===== config.mk =====
export PLATFORM = sky130hd
export DESIGN_NAME = hazard_ctrl_unit
export DESIGN_NICKNAME = d
export VERILOG_FILES = /design/src/rtl/hazard_ctrl_unit.sv
export SDC_FILE = /design/constraint.sdc
export NUM_CORES = 1
export LEC_CHECK = 0
export CORE_AREA = 2 2 39 41
export DETAILED_ROUTE_END_ITERATION = 16
export DIE_AREA = 0 0 41 43
export REMOVE_ABC_BUFFERS = 1
export SETUP_SLACK_MARGIN = 0.2
export SYNTH_ARGS = -nofsm -noshare
export SYNTH_HDL_FRONTEND = slang
export SYNTH_SLANG_ARGS = --single-unit

===== constraint.sdc =====
create_clock -name clk -period 3.5 [get_ports clk]
set_clock_uncertainty 0.05 [all_clocks]
set_input_delay 0.35 -clock clk [delete_from_list [all_inputs] [get_ports clk]]
set_output_delay 0.35 -clock clk [all_outputs]
set_load 0.02 [all_outputs]

===== src/rtl/hazard_ctrl_unit.sv =====
// Pipeline hazard controller: redirect flush with optional IF/ID flush hold,
// multi-cycle load-use stall sequencing and a whole-pipeline data-memory freeze.
module hazard_ctrl_unit #(
  parameter int REG_ADDR_W   = 5,
  parameter int FLUSH_STAGES = 2,
  parameter int FLUSH_HOLD   = 0,
  parameter int LU_STALL     = 1
) (
  input  logic                    clk,
  input  logic                    rst,
  input  logic                    is_control_hazard,
  input  logic                    mem_busy,
  input  logic [REG_ADDR_W-1:0]   id_rs1,
  input  logic [REG_ADDR_W-1:0]   id_rs2,
  input  logic                    id_rs1_used,
  input  logic                    id_rs2_used,
  input  logic [REG_ADDR_W-1:0]   ex_rd,
  input  logic                    ex_mem_read,
  output logic                    stall_pc,
  output logic                    stall_if_id,
  output logic                    stall_id_ex,
  output logic                    stall_ex_mem,
  output logic [FLUSH_STAGES-1:0] flush_vec,
  output logic                    bubble_id_ex,
  output logic [1:0]              hz_state
);

  typedef enum logic [1:0] {
    ST_RUN = 2'd0,
    ST_LU  = 2'd1,
    ST_FL  = 2'd2
  } hz_state_t;

  localparam logic [2:0] HOLD_INIT = 3'(FLUSH_HOLD);
  localparam logic [2:0] LU_INIT   = 3'(LU_STALL - 1);

  hz_state_t  state_reg, state_next;
  logic [2:0] cnt_reg, cnt_next;
  logic       lu;
  logic       flush_all;
  logic       flush_hold;

  assign lu = ex_mem_read && (ex_rd != '0) &&
              ((id_rs1_used && (id_rs1 == ex_rd)) ||
               (id_rs2_used && (id_rs2 == ex_rd)));

  always_comb begin
    state_next   = state_reg;
    cnt_next     = cnt_reg;
    stall_pc     = 1'b0;
    stall_if_id  = 1'b0;
    stall_id_ex  = 1'b0;
    stall_ex_mem = 1'b0;
    bubble_id_ex = 1'b0;
    flush_all    = 1'b0;
    flush_hold   = 1'b0;
    hz_state     = state_reg;
    if (rst) begin
      state_next = ST_RUN;
      cnt_next   = 3'd0;
      hz_state   = 2'd0;
    end else if (mem_busy) begin
      // Freeze everything; a redirect seen now re-asserts once memory is ready.
      stall_pc     = 1'b1;
      stall_if_id  = 1'b1;
      stall_id_ex  = 1'b1;
      stall_ex_mem = 1'b1;
    end else if (is_control_hazard) begin
      flush_all = 1'b1;
      if (FLUSH_HOLD > 0) begin
        state_next = ST_FL;
        cnt_next   = HOLD_INIT;
      end else begin
        state_next = ST_RUN;
        cnt_next   = 3'd0;
      end
    end else begin
      case (state_reg)
        ST_LU: begin
          stall_pc     = 1'b1;
          stall_if_id  = 1'b1;
          bubble_id_ex = 1'b1;
          if (cnt_reg <= 3'd1) begin
            state_next = ST_RUN;
            cnt_next   = 3'd0;
          end else begin
            cnt_next = cnt_reg - 3'd1;
          end
        end
        ST_FL: begin
          flush_hold = 1'b1;
          if (cnt_reg <= 3'd1) begin
            state_next = ST_RUN;
            cnt_next   = 3'd0;
          end else begin
            cnt_next = cnt_reg - 3'd1;
          end
        end
        default: begin
          if (lu) begin
            stall_pc     = 1'b1;
            stall_if_id  = 1'b1;
            bubble_id_ex = 1'b1;
            if (LU_STALL > 1) begin
              state_next = ST_LU;
              cnt_next   = LU_INIT;
            end
          end
        end
      endcase
    end
  end

  // Only the IF/ID flush persists through the hold window.
  for (genvar gi = 0; gi < FLUSH_STAGES; gi++) begin : g_flush
    if (gi == 0) begin : g_ifid
      assign flush_vec[gi] = flush_all | flush_hold;
    end else begin : g_rest
      assign flush_vec[gi] = flush_all;
    end
  end

  always_ff @(posedge clk) begin
    if (rst) begin
      state_reg <= ST_RUN;
      cnt_reg   <= 3'd0;
    end else begin
      state_reg <= state_next;
      cnt_reg   <= cnt_next;
    end
  end

endmodule


---- Word level (Yosys, flattened, before mapping) ----
Cells that the tools add are included.
operators by class
  add/subtract/negate cells ............... 1
  reductions and logical operators ........ 11
  equal/unequal tests ..................... 4
  mux-type cells .......................... 23
  order comparisons ....................... 1
  bitwise logic cells ..................... 2
operator list
  operator               number
  $mux W1                15
  $eq A5 B5 Y1           2
  $mux W3                3
  $mux W2                4
  $reduce_bool A5 Y1     1
  $logic_and A1 B1 Y1    4
  $reduce_bool A2 Y1     2
  $le A3 B1 Y1 const B   1
  $reduce_and A3 Y1      1
  $sub A3 B1 Y3 const B  1
  $eq A2 B1 Y1 const B   1
  $eq A2 B2 Y1 const B   1
  $pmux W1 S2            1
  $reduce_and A2 Y1      1
  $reduce_or A2 Y1       1
  $logic_or A1 B1 Y1     1
  $not A1 Y1             1
  $or A1 B1 Y1           1
word-level totals
  logic and storage cells ................. 44
  register bits after elaboration ......... 5
  output and inout port bits .............. 9
  bits of input ports ..................... 22

---- Longest topological paths before layout ----
Gate-level depths: netlist of run 1.
  word-level depth ........................ 9
  depth in mapped cells ................... 5
  gate-level depth less buffers ........... 4

---- Least setup slack after synthesis of run 1 ----
OpenSTA, ideal clock, no wires.
  path kind ............................... input -> output
  from .................................... input ex_rd[3]
  to ...................................... output stall_pc
  stages .................................. 5
  data required time ...................... 3.100 ns
  path slack .............................. 1.564 ns
  path buffers ............................ 1
  arrival ................................. 1.536 ns
  cell sequence ........................... xor2_1 > nor4_2 > a32oi_1 > o21bai_1 > buf_4
between the ends
  longest elaborated chain between the ends .. 9
  elaborated cells on any way between the ends .. 13
  classes of those cells .................. eq/ne (2); mux (5); reduce/logical (6)
RTL lines
  element                                        line    text
  from (decl)                                    17      input logic [REG_ADDR_W-1:0] ex_rd,
  $eq A5 B5 Y1, on equally long branches         44, 45
  $logic_and A1 B1 Y1, on equally long branches  44, 45
  $logic_or A1 B1 Y1                             44      ((id_rs1_used && (id_rs1 == ex_rd)) ||
  $logic_and A1 B1 Y1 *                          43      assign lu = ex_mem_read && (ex_rd != '0) &&
  $mux W1 *                                      --
  $pmux W1 S2 *                                  --
  $mux W1 * (3 in series)                        --
  to (decl)                                      19      output logic stall_pc,
Every way passes the cells marked *; elsewhere a longest branch is shown, timed or not.

---- Worst setup path in the final report of run 1 ----
  from .................................... input ex_rd[3]
  to ...................................... output bubble_id_ex
between the ends
  longest elaborated chain between the ends .. 9
  elaborated cells on any way between the ends .. 13
  classes of those cells .................. eq/ne (2); mux (5); reduce/logical (6)
RTL lines
  element                                        line    text
  $eq A5 B5 Y1, on equally long branches         44, 45
  $logic_and A1 B1 Y1, on equally long branches  44, 45
  $logic_or A1 B1 Y1                             44
  $logic_and A1 B1 Y1 *                          43
  $mux W1 *                                      100     if (lu) begin
  $pmux W1 S2 *                                  78      case (state_reg)
  $mux W1 *                                      68      end else if (is_control_hazard) begin
  $mux W1 *                                      62      end else if (mem_busy) begin
  $mux W1 *                                      58      if (rst) begin
  to (decl)                                      24      output logic bubble_id_ex,
Marks and branches as above.

==> flow_metrics.tcl, run 1 <==
set metrics [dict create \
    drive_above_1_share_pct 3.77 \
    cp_top_family "buffers and inverters" \
    avgSynthCellArea_um2 7.84 \
    yosysSeqAreaShare_pct 0 \
    fill_cells 153 \
    wirelength_um 617 \
    diodes 0 \
    post_cts_buffers 0 \
    stdcell_area_um2 494 \
    p_int_mw 0.0345 \
    nNetsFinal 77 \
    worstPathBufferInverterCount 2 \
    ant_nets 0 \
    worstPathRequired_ns 3.10 \
    p_seq_share_pct 0 \
    netlist.area_leader.share_pct 29.8 \
    vdd_drop_max_uv 39.9 \
    synth_cell_type_count 14 \
    row_count 14 \
    vias 292 \
    setup_viol 0 \
    crit_chain "clkdlybuf4s50_1 > xor2_1 > nor4_2 > a32oi_1 > nor4_2 > clkdlybuf4s50_1" \
    fin_cells 69 \
    syn-cell-area_um2 235 \
    synth_largest_area_cell "xor2_1" \
    drv_slew 0 \
    antenna_found_initial 0 \
    yosys.area_share.simple_pct 30.9 \
    fin_crit_ns 2.74 \
    muxShareOfSynthArea_pct 0 \
    ioPinCount 31 \
    powerDensity_mw_per_mm2 113 \
    synth.area.top_cells "xor2_1 30%, buf_4 19%, nor4_2 11%" \
    max_freq_mhz 365 \
    start_util_pct 17.0 \
    critPathKind "in -> out" \
    seq_cells 0 \
    worstPathArrival_ns 2.34 \
    drtIter0Drc 0 \
    fp.coreArea_mm2 0.00138 \
    synth-compound-area-share_pct 11.2 \
    vias_per_cell 4.23 \
    ctsHoldBuffers 0 \
    hold_viol_final 0 \
    synth_cells 30 \
    wire_per_inst_um 8.94 \
    place_inst 69 \
    clockBufferCount 0 \
    grt_pass1_wl_um 1020 \
    yosysWarnings 0 \
    p_sw_share_pct 38.4 \
    leakage_nw 0.167 \
    die_w_um 41 \
    crit_slowest_cell "clkdlybuf4s50_1" \
    numPortBuffers 28 \
    fp.dieArea_mm2 0.00176 \
    timing.setup.tns_ns 0 \
    dp_hpwl_um 572 \
    crit_fanout 3 \
    cts-resized-gates 0 \
    cp-start-kind "input pin" \
    final_core_util_pct 35.7 \
    synth_top_family_by_area "XOR/XNOR gates" \
    period_share_pct 78.2 \
    hold_path.class "in -> out" \
    status "finished, final reports clean" \
    grt_pass1_vias 275 \
    cp-end-kind "output port" \
    post-place-ws_ns 0.745 \
    gp_congestion 0.583 \
    place_area_um2 494 \
    drc_errors 0 \
    syn_to_final_growth_pct 110 \
    p_comb_share_pct 100.0 \
    net-switching-power_mw 0.0214 \
    grt.overflow.total 0 \
    die_h_um 43 \
    grt_max_degree 5 \
    synth_xor_xnor_area_share_pct 37.2 \
    maxCapViolations 0 \
    yosys.area_share.adder_pct 0 \
    crit_path_max_incr_delay_ns 0.64 \
    grt_usage_pct 7.69 \
    clkPwrFrac_pct 0 \
    fin_ws_ns 0.763 \
    rsz0062_at_grt "no" \
    register_area_um2 0 \
    drtPass1Iterations 1 \
]
==> area by class of cell <==
cell class / instances / area [um^2] / share of cell area [%]
Multi-Input combinational cell: 25 / 194 / 39.2
Timing Repair Buffer: 28 / 280 / 56.7
Tap cell: 16 / 20.0 / 4.05
==> final timing paths <==
check,start,endpoint,slack (ns),cells after the start
worst max-delay path,ex_rd[3],bubble_id_ex,0.76,6
worst min-delay path,mem_busy,bubble_id_ex,1.75,3
==> power by group through the flow <==
stage	clock [mW]	combinational (mW)	sequential [mW]
2_1_floorplan	0	0.0203	0
5_1_grt	0	0.0608	0
3_3_place_gp	0	0.0563	0
6_report	0	0.0559	0
4_1_cts	0	0.0566	0
3_5_place_dp	0	0.0563	0
==> metrics by stage <==
step	power, mW	hold slack, ns
4_1_cts	0.0566	1.76
2_1_floorplan	0.0203	0.702
6_report	0.0559	1.75
5_1_grt	0.0608	1.79
3_3_place_gp	0.0563	1.75
3_5_place_dp	0.0563	1.75
==> cells in the final DEF, fill, tap and decap left out <==
master / n
nor4_2: 2
nor2b_1: 2
or4_1: 1
xnor2_1: 2
o21ai_1: 1
nor4_1: 1
nor3b_1: 2
a32oi_1: 1
clkdlybuf4s50_1: 28
xor2_1: 8
o21bai_1: 1
conb_1: 2
o21ai_0: 1
and2_0: 1
==> layer usage <==
metal  share of wire (%)  track usage, %  routed length, um  vias to the layer above
met1                  40            9.81                249                      124
met5                   0               0                  0                        -
met4                   0               0                  0                        0
li1                    -               -                  -                      143
met2                  44            13.8                269                       25
met3                  16            1.05                 98                        0
==> synth_stat cells <==
cell	number
xor2_1	8
o21ai_1	1
buf_4	6
nor2b_1	2
o21bai_1	1
or4_1	1
a32oi_1	1
o21ai_0	1
nor4_2	2
and2_0	1
conb_1	1
nor4_1	1
xnor2_1	2
nor3b_1	2
==> kinds of logic (layout without fill, tap and decap cells) <==
family	count (synthesis)	count (layout)
other	1	2
buffers and inverters	6	28
xor gates and xnor gates	10	10
and+or+nand+nor	9	9
AOI/OAI and AO/OA	4	4
Note: power is estimated with default switching activity, not from simulation.
==> run 2, diff against run 1 <==
==> constraint.sdc (replaced) <==
create_clock -name clk -period 2.81 [get_ports clk]
set_clock_uncertainty 0.05 [all_clocks]
set_input_delay 0.281 -clock clk [delete_from_list [all_inputs] [get_ports clk]]
set_output_delay 0.281 -clock clk [all_outputs]
set_load 0.02 [all_outputs]
==> run 2 against run 1 <==
Non-clock buffer count unchanged; global-route usage unchanged; die area unchanged; critical endpoint unchanged; flip-flop and latch count unchanged; cell area up 0.76%; clock-buffer cell count unchanged; worst setup slack worse by 0.26 ns; first-iteration DRC count unchanged; hold slack worse by 0.36 ns; critical path type unchanged; core utilization up 0.27 points; routed wire length up 0.49%.
==> flow_metrics.tcl, run 2 (synthesized netlist as in run 1, its figures left out) <==
set metrics [dict create \
    gp_congestion 0.583 \
    diodes 0 \
    crit_chain "clkdlybuf4s50_1 > xor2_1 > nor4_2 > a32oi_1 > nor4_2 > dlygate4sd2_1" \
    drtPass1Iterations 1 \
    dp_hpwl_um 572 \
    worstPathBufferInverterCount 2 \
    startpoint "ex_rd[3]" \
    crit_slowest_cell "clkdlybuf4s50_1" \
    vias 292 \
    worstPathRequired_ns 2.48 \
    grt_pass1_vias 275 \
    fp.dieArea_mm2 0.00176 \
    wirelength_um 620 \
    syn_to_final_growth_pct 112 \
    nNetsFinal 77 \
    status "finished, final reports clean" \
    timing.setup.tns_ns 0 \
    drc_errors 0 \
    drtIter0Drc 0 \
    antenna_found_initial 0 \
    crit_path_max_incr_delay_ns 0.47 \
    hold_start "ex_mem_read" \
    vias_per_cell 4.23 \
    row_count 14 \
    fin_crit_ns 2.31 \
    grt_usage_pct 7.69 \
    die_w_um 41 \
    register_area_um2 0 \
    powerDensity_mw_per_mm2 139 \
    final_cell_mix "25 x clkdlybuf4s50_1, 8 x xor2_1" \
    clockBufferCount 0 \
    critPathKind "in -> out" \
    fill_cells 151 \
    maxCapViolations 0 \
    leakage_nw 0.200 \
    power.total_mw 0.0692 \
    grt_pass1_wl_um 1020 \
    die_h_um 43 \
    fp.coreArea_mm2 0.00138 \
    cp-start-kind "input pin" \
    crit_fanout 3 \
    cp-end-kind "output port" \
    path_common_cell "nor4_2" \
    ant_nets 0 \
    grt_max_degree 5 \
    vdd_drop_max_uv 49.7 \
    hold_path.class "in -> out" \
    seq_cells 0 \
    ioPinCount 31 \
    post-place-ws_ns 0.193 \
    worstPathArrival_ns 1.98 \
    rsz0062_at_grt "no" \
    ctsHoldBuffers 0 \
    hold_viol_final 0 \
    start_util_pct 17.0 \
    grt.overflow.total 0 \
    period_share_pct 82.3 \
    final_common_cell "clkdlybuf4s50_1" \
    drv_slew 0 \
    cp_top_family "buffers and inverters" \
    setup_viol 0 \
    drive_above_1_share_pct 3.77 \
    wire_per_inst_um 8.99 \
    numPortBuffers 28 \
    max_freq_mhz 433 \
    fin_ws_ns 0.499 \
]
==> run 2: cell types whose count changed in the layout (fill, tap and decap cells not counted) <==
| cell | change |
|---|---|
| clkdlybuf4s50_1 | -3 |
| dlymetal6s2s_1 | +2 |
| dlygate4sd2_1 | +1 |
==> run 2: power breakdown <==
group | switching, mW | internal (mW) | leakage [nW]
registers | 0 | 0 | 0
clock network | 0 | 0 | 0
logic | 0.0267 | 0.0426 | 0.200
total | 0.0267 | 0.0426 | 0.200
==> run 2: cell type report <==
| class | instances | area (um^2) | share of cell area (%) |
|---|---|---|---|
| Timing Repair Buffer | 28 | 284 | 57.0 |
| Multi-Input combinational cell | 25 | 194 | 38.9 |
| Tap cell | 16 | 20.0 | 4.02 |
==> run 2: per-stage QoR <==
step                      hold WS (ns)  util, %  instance area [um^2]  instances
after floorplan                  0.564        -                   194         25
after global placement            1.61     35.7                   494         69
after detailed placement          1.62     35.7                   494         69
after CTS                         1.40     35.6                   493         69
after global routing              1.43     36.0                   498         69
final                             1.40     36.0                   498         69
==> run 2: tightest hold or removal path, delay by kind of cell <==
kind	cells	cell delay, ns
AOI/OAI and AO/OA	2	0.14
and+or+nand+nor	1	0.14
buffers and inverters	2	0.61
==> run 2: per-layer routing <==
metal  up-vias  part of all wire [%]  GRT usage [%]
li1        143                     -              -
met1       124                    40           9.81
met2        25                    43           13.8
met3         0                    17           1.05
met4         0                     0              0
met5         -                     0              0
==> run 2: final timing paths <==
| check | endpoint | slack [ns] | depth (start not counted) |
|---|---|---|---|
| max | bubble_id_ex | 0.50 | 6 |
| min | stall_pc | 1.40 | 5 |
==> run 2: repair_timing <==
| action | 4_1_cts | 5_1_grt |
|---|---|---|
| setup endpoints to repair | 1 | 2 |
| buffers inserted | 0 | 0 |
| resized for setup | 1 | 2 |
==> run 3, diff against run 2 <==
==> constraint.sdc (replaced) <==
create_clock -name clk -period 2.03 [get_ports clk]
set_clock_uncertainty 0.05 [all_clocks]
set_input_delay 0.203 -clock clk [delete_from_list [all_inputs] [get_ports clk]]
set_output_delay 0.203 -clock clk [all_outputs]
set_load 0.02 [all_outputs]
==> run 3 against run 2 <==
Non-clock buffer count up 4; cell count is 5.8% higher; combinational power increased by 35%; core utilization rose by 1.5 points; hold slack got worse by 0.32 ns; critical endpoint unchanged; clock-buffer cell count is the same; cell area grew 4.3%; routed wire length is 2.9% higher; largest power group unchanged; sequential share of layout area is the same; worst setup slack worse by 0.19 ns; first-iteration DRC count grew 2.
==> flow_metrics.tcl, run 3 (synthesized netlist as in run 1, its figures left out) <==
set metrics [dict create \
    timing.setup.tns_ns 0 \
    drive_above_1_share_pct 19.3 \
    topRoutingLayerUsed "met3" \
    fp.dieArea_mm2 0.00176 \
    fill_cells 161 \
    die_h_um 43 \
    rsz0062_at_grt "no" \
    drtIter0Drc 2 \
    vias 306 \
    grt_pass1_vias 274 \
    syn_to_final_growth_pct 121 \
    cp-end-kind "output port" \
    numPortBuffers 28 \
    final_cell_mix "11 x dlygate4sd2_1, 9 x clkdlybuf4s50_1, 8 x xor2_1" \
    status "finished, final reports clean" \
    ant_nets 0 \
    ioPinCount 31 \
    maxCapViolations 0 \
    nNetsFinal 81 \
    max_freq_mhz 582 \
    drtPass1Iterations 4 \
    hold_viol_final 0 \
    drc_errors 0 \
    crit_fanout 3 \
    fin_ws_ns 0.311 \
    fp.coreArea_mm2 0.00138 \
    met3WireLength_um 98 \
    vias_per_cell 4.19 \
    place_inst 73 \
    row_count 14 \
    period_share_pct 84.7 \
    grt_pass1_wl_um 1060 \
    met1Wirelength_um 256 \
    grt_max_degree 4 \
    wirelength_um 638 \
    grt_usage_pct 7.99 \
    critPathKind "in -> out" \
    holdPathEnd "bubble_id_ex" \
    grt.overflow.total 0 \
    hold_start "mem_busy" \
    final_common_cell "dlygate4sd2_1" \
    diodes 0 \
    hold_path.class "in -> out" \
    post-place-ws_ns -0.420 \
    die_w_um 41 \
    vdd_drop_max_uv 68.3 \
    gp_congestion 0.594 \
    final_core_util_pct 37.5 \
    powerDensity_mw_per_mm2 180 \
    wl_met2_um 283 \
    fin_cells 73 \
    antenna_found_initial 0 \
    cp-start-kind "input pin" \
    seq_cells 0 \
    worstPathRequired_ns 1.78 \
    register_area_um2 0 \
    clockBufferCount 0 \
    start_util_pct 17.0 \
    whs_path_depth 3 \
    dp_hpwl_um 602 \
    ctsHoldBuffers 0 \
    fin_crit_ns 1.72 \
    drv_slew 0 \
    wire_per_inst_um 8.74 \
    leakage_nw 0.248 \
    setup_viol 0 \
    worstPathArrival_ns 1.47 \
]
## run 3: cell count changes in the layout (fill, tap and decap cells not counted), sizes merged
cell | before | now
clkdlybuf4s50 | 25 | 9
dlygate4sd2 | 1 | 11
buf | 0 | 7
clkdlybuf4s15 | 0 | 2
dlymetal6s2s | 2 | 3
## run 3: cell type report
class / instances / area, um^2 / area share (%)
timing repair buffer: 32 / 292 / 56.1
multi-input combinational: 25 / 208 / 40.0
tap: 16 / 20.0 / 3.86
## run 3: worst max-delay path by stage
| stage | endpoint | slack [ns] | start | cells past startpoint |
|---|---|---|---|---|
| after CTS | bubble_id_ex | 0.11 | id_rs2[2] | 6 |
| after global placement | bubble_id_ex | -0.39 | ex_rd[3] | 6 |
| after detailed placement | bubble_id_ex | -0.42 | ex_rd[3] | 6 |
| final | bubble_id_ex | 0.31 | ex_rd[3] | 6 |
| after global routing | bubble_id_ex | 0.21 | ex_rd[1] | 6 |
| after floorplan | stall_if_id | 0.38 | ex_rd[3] | 4 |
## run 3: power by group
group	switching (mW)	leakage (nW)	internal [mW]
Sequential	0	0	0
Combinational	0.0400	0.248	0.0535
Clock	0	0	0
Total	0.0400	0.248	0.0535
## run 3: stage by stage
| stage | instance area [um^2] | hold WS, ns | power, mW |
|---|---|---|---|
| finish | 519 | 1.08 | 0.0935 |
| global route | 519 | 1.10 | 0.103 |
| CTS | 493 | 1.08 | 0.0922 |
| detailed placement | 524 | 1.45 | 0.103 |
| global placement | 524 | 1.45 | 0.103 |
| floorplan | 194 | 0.408 | 0.0350 |
## run 3: repair_timing
action                     in CTS  in global routing
buffers inserted                0                  0
resized for setup              26                  8
setup endpoints to repair       7                  3
pin swaps                       4                  4
## run 3: worst max-delay path: stages
cell and delay, ns:
dlygate4sd2_1 0.27, xor2_1 0.17, nor4_2 0.25, a32oi_2 0.17, nor4_2 0.22, buf_4 0.18
## run 3: metal layers
metal | track usage, % | vias up
met5 | 0 | -
li1 | - | 151
met3 | 0 | 0
met2 | 13.8 | 25
met1 | 11.4 | 130
met4 | 0 | 0
